$ cat src/rtl/tx_request_issuer_pkg.sv
// Shared types and widths for the TX request issuer.
package tx_issue_pkg;

  typedef enum logic [1:0] {
    IDLE,
    ISSUE,
    RELEASE
  } tx_issue_state_t;

  localparam int C_CHNL_IDX_W  = 4;
  localparam int C_ISSUE_CNT_W = 16;

endpackage

$ cat src/rtl/tx_request_issuer_if.sv
// Descriptor handshake between the request issuer (master) and the TX engine (slave).
interface tx_request_issuer_if
  import tx_issue_pkg::*;
#(
  parameter int C_ADDR_WIDTH = 64,
  parameter int C_LEN_WIDTH  = 10
) ();

  logic                    TX_VALID;
  logic                    TX_READY;
  logic [C_CHNL_IDX_W-1:0] TX_CHNL;
  logic [C_ADDR_WIDTH-1:0] TX_ADDR;
  logic [C_LEN_WIDTH-1:0]  TX_LEN;

  modport master (
    output TX_VALID,
    output TX_CHNL,
    output TX_ADDR,
    output TX_LEN,
    input  TX_READY
  );

  modport slave (
    input  TX_VALID,
    input  TX_CHNL,
    input  TX_ADDR,
    input  TX_LEN,
    output TX_READY
  );

endinterface

$ cat src/rtl/tx_request_issuer.sv
// Takes a grant from the round-robin TX channel selector, captures that channel's
// descriptor, issues it to the TX engine, acknowledges the channel and then waits
// for the selector to drop its request. Tracks a release timeout and an issue count.
module tx_request_issuer
  import tx_issue_pkg::*;
#(
  parameter int C_NUM_CHNL    = 12,
  parameter int C_ADDR_WIDTH  = 64,
  parameter int C_LEN_WIDTH   = 10,
  parameter int C_REL_TIMEOUT = 256
) (
  input  logic                               CLK,
  input  logic                               RST_N,
  input  logic                               SEL_REQ,
  input  logic [C_CHNL_IDX_W-1:0]            SEL_CHNL,
  input  logic [C_NUM_CHNL*C_ADDR_WIDTH-1:0] CHNL_ADDR,
  input  logic [C_NUM_CHNL*C_LEN_WIDTH-1:0]  CHNL_LEN,
  output logic [C_NUM_CHNL-1:0]              CHNL_ACK,
  tx_request_issuer_if.master                tx,
  output logic                               ERR,
  output logic [C_ISSUE_CNT_W-1:0]           ISSUE_CNT
);

  localparam int C_TIMER_W = $clog2(C_REL_TIMEOUT);
  localparam logic [C_TIMER_W-1:0] TIMER_LAST = C_TIMER_W'(C_REL_TIMEOUT - 1);

  tx_issue_state_t state, stateNext;

  logic                     txValid,  txValidNext;
  logic [C_CHNL_IDX_W-1:0]  txChnl,   txChnlNext;
  logic [C_ADDR_WIDTH-1:0]  txAddr,   txAddrNext;
  logic [C_LEN_WIDTH-1:0]   txLen,    txLenNext;
  logic [C_NUM_CHNL-1:0]    chnlAck,  chnlAckNext;
  logic                     err,      errNext;
  logic [C_ISSUE_CNT_W-1:0] issueCnt, issueCntNext;
  logic [C_TIMER_W-1:0]     relTimer, relTimerNext;

  logic                     selHit;
  logic [C_ADDR_WIDTH-1:0]  selAddr;
  logic [C_LEN_WIDTH-1:0]   selLen;
  logic [C_NUM_CHNL-1:0]    grantOneHot;

  // Resolve the selector index to its descriptor slice; indices past the last channel never hit.
  always_comb begin
    selHit  = 1'b0;
    selAddr = '0;
    selLen  = '0;
    for (int unsigned i = 0; i < C_NUM_CHNL; i++) begin
      if (SEL_CHNL == C_CHNL_IDX_W'(i)) begin
        selHit  = 1'b1;
        selAddr = CHNL_ADDR[i*C_ADDR_WIDTH +: C_ADDR_WIDTH];
        selLen  = CHNL_LEN[i*C_LEN_WIDTH +: C_LEN_WIDTH];
      end
    end
  end

  // One-hot acknowledge pattern for the channel held in the descriptor.
  always_comb begin
    grantOneHot = '0;
    for (int unsigned i = 0; i < C_NUM_CHNL; i++) begin
      if (txChnl == C_CHNL_IDX_W'(i)) begin
        grantOneHot[i] = 1'b1;
      end
    end
  end

  // Next-state and next-output decode for the capture/issue/release sequence.
  always_comb begin
    stateNext    = state;
    txValidNext  = txValid;
    txChnlNext   = txChnl;
    txAddrNext   = txAddr;
    txLenNext    = txLen;
    chnlAckNext  = '0;
    errNext      = err;
    issueCntNext = issueCnt;
    relTimerNext = relTimer;

    unique case (state)
      IDLE: begin
        if (SEL_REQ && selHit) begin
          stateNext   = ISSUE;
          txValidNext = 1'b1;
          txChnlNext  = SEL_CHNL;
          txAddrNext  = selAddr;
          txLenNext   = selLen;
        end
      end

      ISSUE: begin
        // TX_VALID is always high in ISSUE, so TX_READY alone completes the handshake.
        if (tx.TX_READY) begin
          stateNext    = RELEASE;
          txValidNext  = 1'b0;
          chnlAckNext  = grantOneHot;
          issueCntNext = issueCnt + C_ISSUE_CNT_W'(1);
          relTimerNext = '0;
        end
      end

      RELEASE: begin
        if (!SEL_REQ) begin
          stateNext    = IDLE;
          relTimerNext = '0;
        end else if (relTimer == TIMER_LAST) begin
          errNext = 1'b1;
        end else begin
          relTimerNext = relTimer + C_TIMER_W'(1);
        end
      end

      default: begin
        stateNext = IDLE;
      end
    endcase
  end

  // State register.
  always_ff @(posedge CLK or negedge RST_N) begin
    if (!RST_N) begin
      state <= IDLE;
    end else begin
      state <= stateNext;
    end
  end

  // Registered descriptor, acknowledge, error, counter and release timer.
  always_ff @(posedge CLK or negedge RST_N) begin
    if (!RST_N) begin
      txValid  <= 1'b0;
      txChnl   <= '0;
      txAddr   <= '0;
      txLen    <= '0;
      chnlAck  <= '0;
      err      <= 1'b0;
      issueCnt <= '0;
      relTimer <= '0;
    end else begin
      txValid  <= txValidNext;
      txChnl   <= txChnlNext;
      txAddr   <= txAddrNext;
      txLen    <= txLenNext;
      chnlAck  <= chnlAckNext;
      err      <= errNext;
      issueCnt <= issueCntNext;
      relTimer <= relTimerNext;
    end
  end

  assign tx.TX_VALID = txValid;
  assign tx.TX_CHNL  = txChnl;
  assign tx.TX_ADDR  = txAddr;
  assign tx.TX_LEN   = txLen;
  assign CHNL_ACK    = chnlAck;
  assign ERR         = err;
  assign ISSUE_CNT   = issueCnt;

endmodule

$ cat src/flat_wrapper.sv
// flat-port wrapper written by rule: the top's interface ports become plain ports
module tx_request_issuer_flat import tx_issue_pkg::*;
#(
  parameter int C_NUM_CHNL    = 12,
  parameter int C_ADDR_WIDTH  = 64,
  parameter int C_LEN_WIDTH   = 10,
  parameter int C_REL_TIMEOUT = 256
)
  (CLK, RST_N, SEL_REQ, SEL_CHNL, CHNL_ADDR, CHNL_LEN, CHNL_ACK, ERR, ISSUE_CNT, tx_TX_VALID, tx_TX_CHNL, tx_TX_ADDR, tx_TX_LEN, tx_TX_READY);
  tx_request_issuer_if #(.C_ADDR_WIDTH(C_ADDR_WIDTH), .C_LEN_WIDTH(C_LEN_WIDTH)) tx_i ();
  input  logic CLK;
  input  logic RST_N;
  input  logic SEL_REQ;
  input  logic [C_CHNL_IDX_W-1:0] SEL_CHNL;
  input  logic [C_NUM_CHNL*C_ADDR_WIDTH-1:0] CHNL_ADDR;
  input  logic [C_NUM_CHNL*C_LEN_WIDTH-1:0] CHNL_LEN;
  output logic [C_NUM_CHNL-1:0] CHNL_ACK;
  output logic ERR;
  output logic [C_ISSUE_CNT_W-1:0] ISSUE_CNT;
  output wire logic [$bits(tx_i.TX_VALID)-1:0] tx_TX_VALID;
  output wire logic [$bits(tx_i.TX_CHNL)-1:0] tx_TX_CHNL;
  output wire logic [$bits(tx_i.TX_ADDR)-1:0] tx_TX_ADDR;
  output wire logic [$bits(tx_i.TX_LEN)-1:0] tx_TX_LEN;
  input wire logic [$bits(tx_i.TX_READY)-1:0] tx_TX_READY;
  assign tx_TX_VALID = tx_i.TX_VALID;
  assign tx_TX_CHNL = tx_i.TX_CHNL;
  assign tx_TX_ADDR = tx_i.TX_ADDR;
  assign tx_TX_LEN = tx_i.TX_LEN;
  assign tx_i.TX_READY = tx_TX_READY;
  tx_request_issuer #(.C_NUM_CHNL(C_NUM_CHNL), .C_ADDR_WIDTH(C_ADDR_WIDTH), .C_LEN_WIDTH(C_LEN_WIDTH), .C_REL_TIMEOUT(C_REL_TIMEOUT)) u_core (.CLK(CLK), .RST_N(RST_N), .SEL_REQ(SEL_REQ), .SEL_CHNL(SEL_CHNL), .CHNL_ADDR(CHNL_ADDR), .CHNL_LEN(CHNL_LEN), .CHNL_ACK(CHNL_ACK), .tx(tx_i), .ERR(ERR), .ISSUE_CNT(ISSUE_CNT));
endmodule
$ cat config.mk
export PLATFORM = sky130hd
export DESIGN_NAME = tx_request_issuer_flat
export DESIGN_NICKNAME = d
export VERILOG_FILES = /design/src/rtl/tx_request_issuer_pkg.sv /design/src/rtl/tx_request_issuer_if.sv /design/src/rtl/tx_request_issuer.sv /design/src/flat_wrapper.sv
export SDC_FILE = /design/constraint.sdc
export NUM_CORES = 1
export LEC_CHECK = 0
export CELL_PAD_IN_SITES_DETAIL_PLACEMENT = 0
export CELL_PAD_IN_SITES_GLOBAL_PLACEMENT = 1
export CORE_AREA = 2 2 396 398
export DETAILED_ROUTE_END_ITERATION = 7
export DIE_AREA = 0 0 398 400
export PLACE_DENSITY_LB_ADDON = 0.2
export SYNTH_ARGS = -nofsm -noshare
export SYNTH_HDL_FRONTEND = slang
export SYNTH_SLANG_ARGS = --single-unit
$ cat constraint.sdc
create_clock -name CLK -period 4.4 [get_ports CLK]
set_input_delay 0.88 -clock CLK [delete_from_list [all_inputs] [get_ports CLK]]
set_output_delay 0.88 -clock CLK [all_outputs]
set_load 0.05 [all_outputs]
# After elaboration in Yosys (flattened, before gate mapping)
# Cells that the tools add are included.
# word_totals
memories	0
in_bits	896
mem_bits_rw	0
latchBits	0
reg_bits	118
mem_bits_ro	0
# op_classes
n_mux	61
n_shift	0
n_bitwise	0
eq_ne	29
n_div	0
n_mul	0
n_addsub	2
n_reduce_logical	12
order_cmp	0
# op_table
cell	count
64-bit 2-to-1 mux	12
10-bit 2-to-1 mux	12
4-bit by 3-bit == test with 1-bit output (second input constant)	8
4-bit == test (second input constant)	8
1-bit 2-to-1 mux	26
12-bit 2-to-1 mux	2
8-bit 2-to-1 mux	3
16-bit by 1-bit adder with 16-bit output (second input constant)	1
4-bit by 2-bit == test with 1-bit output (second input constant)	4
8-bit one-hot mux with 2 select lines	1
3-bit AND reduction	4
8-bit by 1-bit adder with 8-bit output (second input constant)	1
4-bit by 1-bit == test with 1-bit output (second input constant)	2
8-bit == test (second input constant)	1
4-bit logical NOT	2
2-bit 2-to-1 mux	3
2-bit one-hot mux with 3 select lines	1
2-bit inequality test (second input constant)	2
2-bit AND reduction	2
2-bit nonzero test	2
3-bit inequality test (second input constant)	1
2-bit by 1-bit == test with 1-bit output (second input constant)	1
2-bit == test (second input constant)	1
2-bit logical NOT	1
3 further kinds	3

# Depth between registers and ports, before layout
# logic_depth
ltp_word	16
depth_mapped	10
depth_no_buf	7

# Least setup slack after synthesis
# No wires, ideal clock.
# synth_path
kind	input-to-reg
from	input port SEL_CHNL[0]
to	register u_core.txAddr[10], in the netlist u_core.tx.TX_ADDR[10]
path_slack_ns	2.007
setup_time_ns	0.119
stages	7
path_buffers	3
required_time_ns	4.281
t_arrival_ns	2.274
cell_sequence	buf_4 > buf_2 > buf_4 > mux4_2 > o22ai_1 > a31oi_1 > o21a_1
# synth_via
elab_chain_cells	15
elab_cells_between_ends	38
classes_between	eq/ne (11); mux (24); reduce/logical (3)
# synth_lines
element	line	rtl
start, declared	flat_wrapper.sv:14	input logic [C_CHNL_IDX_W-1:0] SEL_CHNL;
4-bit logical NOT	tx_request_issuer.sv:49	if (SEL_CHNL == C_CHNL_IDX_W'(i)) begin
1-bit 2-to-1 mux (12 in series)	tx_request_issuer.sv:49	
1-bit logical AND	tx_request_issuer.sv:81	if (SEL_REQ && selHit) begin
2-bit AND reduction (no line)	-	
end signal, assigned	tx_request_issuer.sv:141	txAddr <= txAddrNext;
end, declared	tx_request_issuer.sv:31	logic [C_ADDR_WIDTH-1:0] txAddr, txAddrNext;
# Several ways; a longest one is shown, not always the timed one.
# A chain may end at the register's enable or synchronous reset.

# Final worst setup path
# layout_path
from	input port SEL_CHNL[1]
to	register u_core.txLen[9], in the netlist u_core.tx.TX_LEN[9]
# layout_via
elab_chain_cells	15
elab_cells_between_ends	38
classes_between	eq/ne (11); mux (24); reduce/logical (3)
# layout_lines
element	line	rtl
4-bit logical NOT	tx_request_issuer.sv:49	
1-bit 2-to-1 mux (12 in series)	tx_request_issuer.sv:49	
1-bit logical AND	tx_request_issuer.sv:81	
2-bit AND reduction (no line)	-	
end signal, assigned	tx_request_issuer.sv:142	txLen <= txLenNext;
end, declared	tx_request_issuer.sv:32	logic [C_LEN_WIDTH-1:0] txLen, txLenNext;
# Several ways; a longest one is shown, not always the timed one.

==> results.md <==
Die:
- The placeable core region is 155000 um2.
- The floorplan has 145 rows.
- The die is 398 um wide.
- The die covers 159000 um2.
- The number of ports placed on the die boundary is 1004.
- The chip height is 400 um.
- The initial utilization of the core area, before any placement, comes to 8.92%.

Synth:
- The number of synthesized flops with an enable pin is 0.
- Synthesis produced a netlist with a net count of 2708.
- The number of synthesized register bits is 118.
- The Yosys step of the flow raised 0 warnings.
- The fraction of registers with async set or reset after synthesis is 100%.
- Synthesis produced a netlist whose cell count is 1807.
- In the synthesized netlist the dominant register cell turns out to be sky130_fd_sc_hd__dfrtp_1.
- A synthesized cell averages 7.66 um2.
- The part of the Yosys area used for sequential elements is 21.3%.
- The post-synthesis cell type count is 62.
- The cell area after synthesis is 13800 um2.

Clock tree:
- The clock-pin slew reported for the worst setup and hold paths after clock tree synthesis is 0.07 ns.
- In this run the deepest clock path goes through 2 buffers.
- In this run, post-CTS repair resized a total of 0 instances.
- In this run, CTS created clock tree buffers numbering 17.
- TritonCTS built the clock tree.
- The number of setup buffers added after CTS is 0.
- The number of clock sinks seen by CTS is 118.
- The H-tree was split into 4 levels.
- In this run, post-CTS hold repair placed 0 buffers.
- The clock tree root driver cell is sky130_fd_sc_hd__clkbuf_16.
- The clock latency reported for the late side of the worst-skew pair is 0.52 ns.

Timing:
- Timing would allow up to 343 MHz.
- For the pin with the worst max-slew slack, the measured transition is 0.959 ns.
- The count of pins over their slew limit was 0.
- Setup violations remaining at the end of the flow were counted as 0.
- On the final layout, the worst clock skew is 0.0161 ns.
- The final hold violation count is 0.
- The setup TNS is 0 ns.
- Setup repair after global routing left no endpoint under its margin.
- In this run the tightest slew margin relative to its limit is 35.7%.
- The post-route fraction of the period consumed by the critical path is 66.2%.
- For the finished layout, the period the worst path requires is 2.91 ns.

Flow run:
- Max-cap violations in this run came to 0.

Pwr:
- The worst-case IR drop observed on VDD is 230 uV.
- In this run the static leakage power is 9.62 nW.
- The switching power total is 4.46 mW.
- The share of total power dissipated in combinational logic is 62.9%.
- The power density of the placed cells is 337 nW/um2.
- The sequential power share is 20.1%.
- The clock network burns 17.0% of the power.
- Of the total power, the share spent switching nets is 48.9%.
- Summing internal, switching and leakage power gives 9.12 mW.
- The internal power component is 4.66 mW.

Setup path:
- The critical path endpoint category is a flip-flop.
- The critical path required time is 4.77 ns.
- The element type at the critical path start is an input pin.
- The arrival time of data at the critical path endpoint is 3.28 ns.
- The critical path in this run is classified as input pin to flip-flop.
- The largest driver fanout on the critical path is 37.

Global route:
- The number of antenna violations at the first check in global routing is 48.
- For this run the aggregate overflow at the end of global routing stands at 0.
- Across every metal layer, demand over resource in global routing totals 16.7%.
- The first global-routing pass estimated 181000 um of wire.
- Entering global routing, the biggest net connects 90 pins.
- The number of global-route vias before repair is 19900.

Routing:
- The wire length on met2 is 70100 um.
- The routed length on met3 is 9110 um.
- After detailed routing, the average wire length per cell comes to 28.9 um.
- The met1 wire length is 57300 um.
- The number of optimization iterations in the first detailed-route pass is 7.
- In the routed design, unresolved DRC markers number 0.
- The detailed-route via count is 19000.
- The first routing iteration left 1058 violations.
- In the routed layout, each cell is associated on average with a via count of 3.96.
- The top layer reached by signal wires is met5.
- For this block, the routed nets add up to 138000 um of wire.
- The detail route stage leaves a number of antenna-violating nets equal to 0.

Final layout:
- The total number of nets in the final design is 3622.
- In the layout the commonest cells are sky130_fd_sc_hd__clkdlybuf4s50_1, sky130_fd_sc_hd__a21oi_1, sky130_fd_sc_hd__o21ai_0.
- The library cell used most frequently in the layout, excluding fill and tap cells, is sky130_fd_sc_hd__clkdlybuf4s50_1.
- Once layout is complete, the cells apart from fillers number 4797.
- The layout overhead on the synthesized area is 95.3%.
- The post-route netlist has 10.2% of its cells at a drive strength greater than 1.

Placed design:
- In this run the tool buffered the top-level ports with 1003 buffer cells.
- Including well taps, the total number of placed cells is 4760.
- The HPWL after detailed placement is 114000 um.
- The global placer's final weighted congestion is 0.852.

Run status:
- The run finished with clean final reports.

Min path:
- The path class of the tightest hold or removal check is input pin to async pin.
==> layout make-up <==
| cell class | instances | area [um2] |
|---|---|---|
| Sequential cell | 118 | 2950 |
| Clock buffer | 18 | 429 |
| Clock inverter | 14 | 150 |
| Tap cell | 2058 | 2570 |
| Multi-Input combinational cell | 1380 | 9650 |
| Timing Repair Buffer | 1081 | 10800 |
| Antenna cell | 5 | 12.5 |
| Fill cell | 17700 | 128000 |
| Inverter | 123 | 462 |
==> per-stage QoR <==
stage	util (%)	cell area, um2	hold WS (ns)	worst slack, ns
2_1_floorplan	-	13800	0.469	2.01
3_3_place_gp	17.0	26400	0.466	0.908
3_5_place_dp	17.0	26400	0.474	0.899
4_1_cts	17.4	27000	0.361	1.45
5_1_grt	17.4	27000	0.384	1.35
6_report	17.4	27000	0.381	1.49
==> state kept, by name (all words and copies together) (netlist names) <==
signal,flops
u_core.CHNL_ACK,12
u_core.ERR,1
u_core.ISSUE_CNT,16
u_core.relTimer,8
u_core.state,2
u_core.tx.TX_ADDR,64
u_core.tx.TX_CHNL,4
u_core.tx.TX_LEN,10
u_core.tx.TX_VALID,1
==> logic make-up (layout without fill, tap and decap cells) <==
| group | Yosys count | after routing | share of synthesized area, % |
|---|---|---|---|
| AO/OA/AOI/OAI | 857 | 857 | 37.4 |
| XOR/XNOR | 15 | 15 | 0.949 |
| adder cells (fa/ha/maj) | 5 | 5 | 0.452 |
| buffers and inverters | 309 | 1236 | 9.59 |
| flip-flops | 118 | 118 | 21.3 |
| multiplexers | 150 | 150 | 17.5 |
| other | 0 | 5 | 0 |
| AND/OR/NAND/NOR | 353 | 353 | 12.8 |
==> routing by layer <==
| metal | vias up | GRT usage, % |
|---|---|---|
| met5 | - | 0 |
| met4 | 36 | 2.74 |
| met3 | 106 | 4.38 |
| met2 | 748 | 29.8 |
| met1 | 9459 | 20.2 |
| li1 | 8632 | - |
==> critical path, cell delays in order <==
cell and delay [ns]:
sky130_fd_sc_hd__buf_8 0.29, sky130_fd_sc_hd__nand2b_1 0.67, sky130_fd_sc_hd__buf_4 0.41, sky130_fd_sc_hd__nor2_1 0.09
sky130_fd_sc_hd__a21oi_1 0.05, sky130_fd_sc_hd__o21ai_0 0.54, sky130_fd_sc_hd__o21ai_1 0.15
==> power groups by stage <==
| stage | sequential [mW] | combinational, mW | clock, mW |
|---|---|---|---|
| after floorplan | 3.11 | 1.64 | 0 |
| after global placement | 1.86 | 5.83 | 0 |
| after detailed placement | 1.85 | 5.82 | 0 |
| after CTS | 1.84 | 5.84 | 1.64 |
| after global routing | 1.88 | 6.04 | 1.67 |
| final | 1.83 | 5.74 | 1.55 |
==> synth_stat cells, drive strengths merged, types with 3 or more instances <==
library cell	count	area, um2
o22ai	124	776
o21a	57	428
xor2	3	26.3
a211o	3	26.3
dfrtp	118	2950
mux2	73	833
xnor2	12	105
and3b	4	35.0
buf	79	464
ha	5	62.6
nand2b	79	494
inv	123	462
a2111oi	3	30.0
or3	3	18.8
nor3	9	50.1
mux4	65	1460
a22oi	20	155
a21oi	235	1180
o21ai	249	1250
nor2b	7	43.8
clkbuf	107	402
nand4	4	25.0
and3	4	25.0
nand3	70	350
mux2i	12	120
nor3b	5	42.5
a31oi	62	388
and2	4	25.0
a22o	57	499
o221a	7	78.8
a222oi	12	120
nor2	50	190
a221oi	3	26.3
or2	4	25.0
o221ai	9	78.8
nand2	105	399
==> final timing paths <==
kind,from,endpoint,slack (ns),cells past startpoint
worst max-delay path,SEL_CHNL[1],u_core.tx.TX_LEN[9]$_DFFE_PN0P_,1.49,7
worst min-delay path,RST_N,u_core.ISSUE_CNT[6]$_DFFE_PN0P_,0.38,1
worst max register to register,u_core.state[0]$_DFFE_PN0P_,u_core.tx.TX_ADDR[53]$_DFFE_PN0P_,1.80,7
worst min register to register,u_core.ISSUE_CNT[15]$_DFFE_PN0P_,u_core.ISSUE_CNT[15]$_DFFE_PN0P_,0.47,1
max in group asynchronous,RST_N,u_core.tx.TX_ADDR[13]$_DFFE_PN0P_,3.05,2
min in group CLK,u_core.ISSUE_CNT[15]$_DFFE_PN0P_,u_core.ISSUE_CNT[15]$_DFFE_PN0P_,0.47,1
Note: power is estimated with default switching activity, not from simulation.
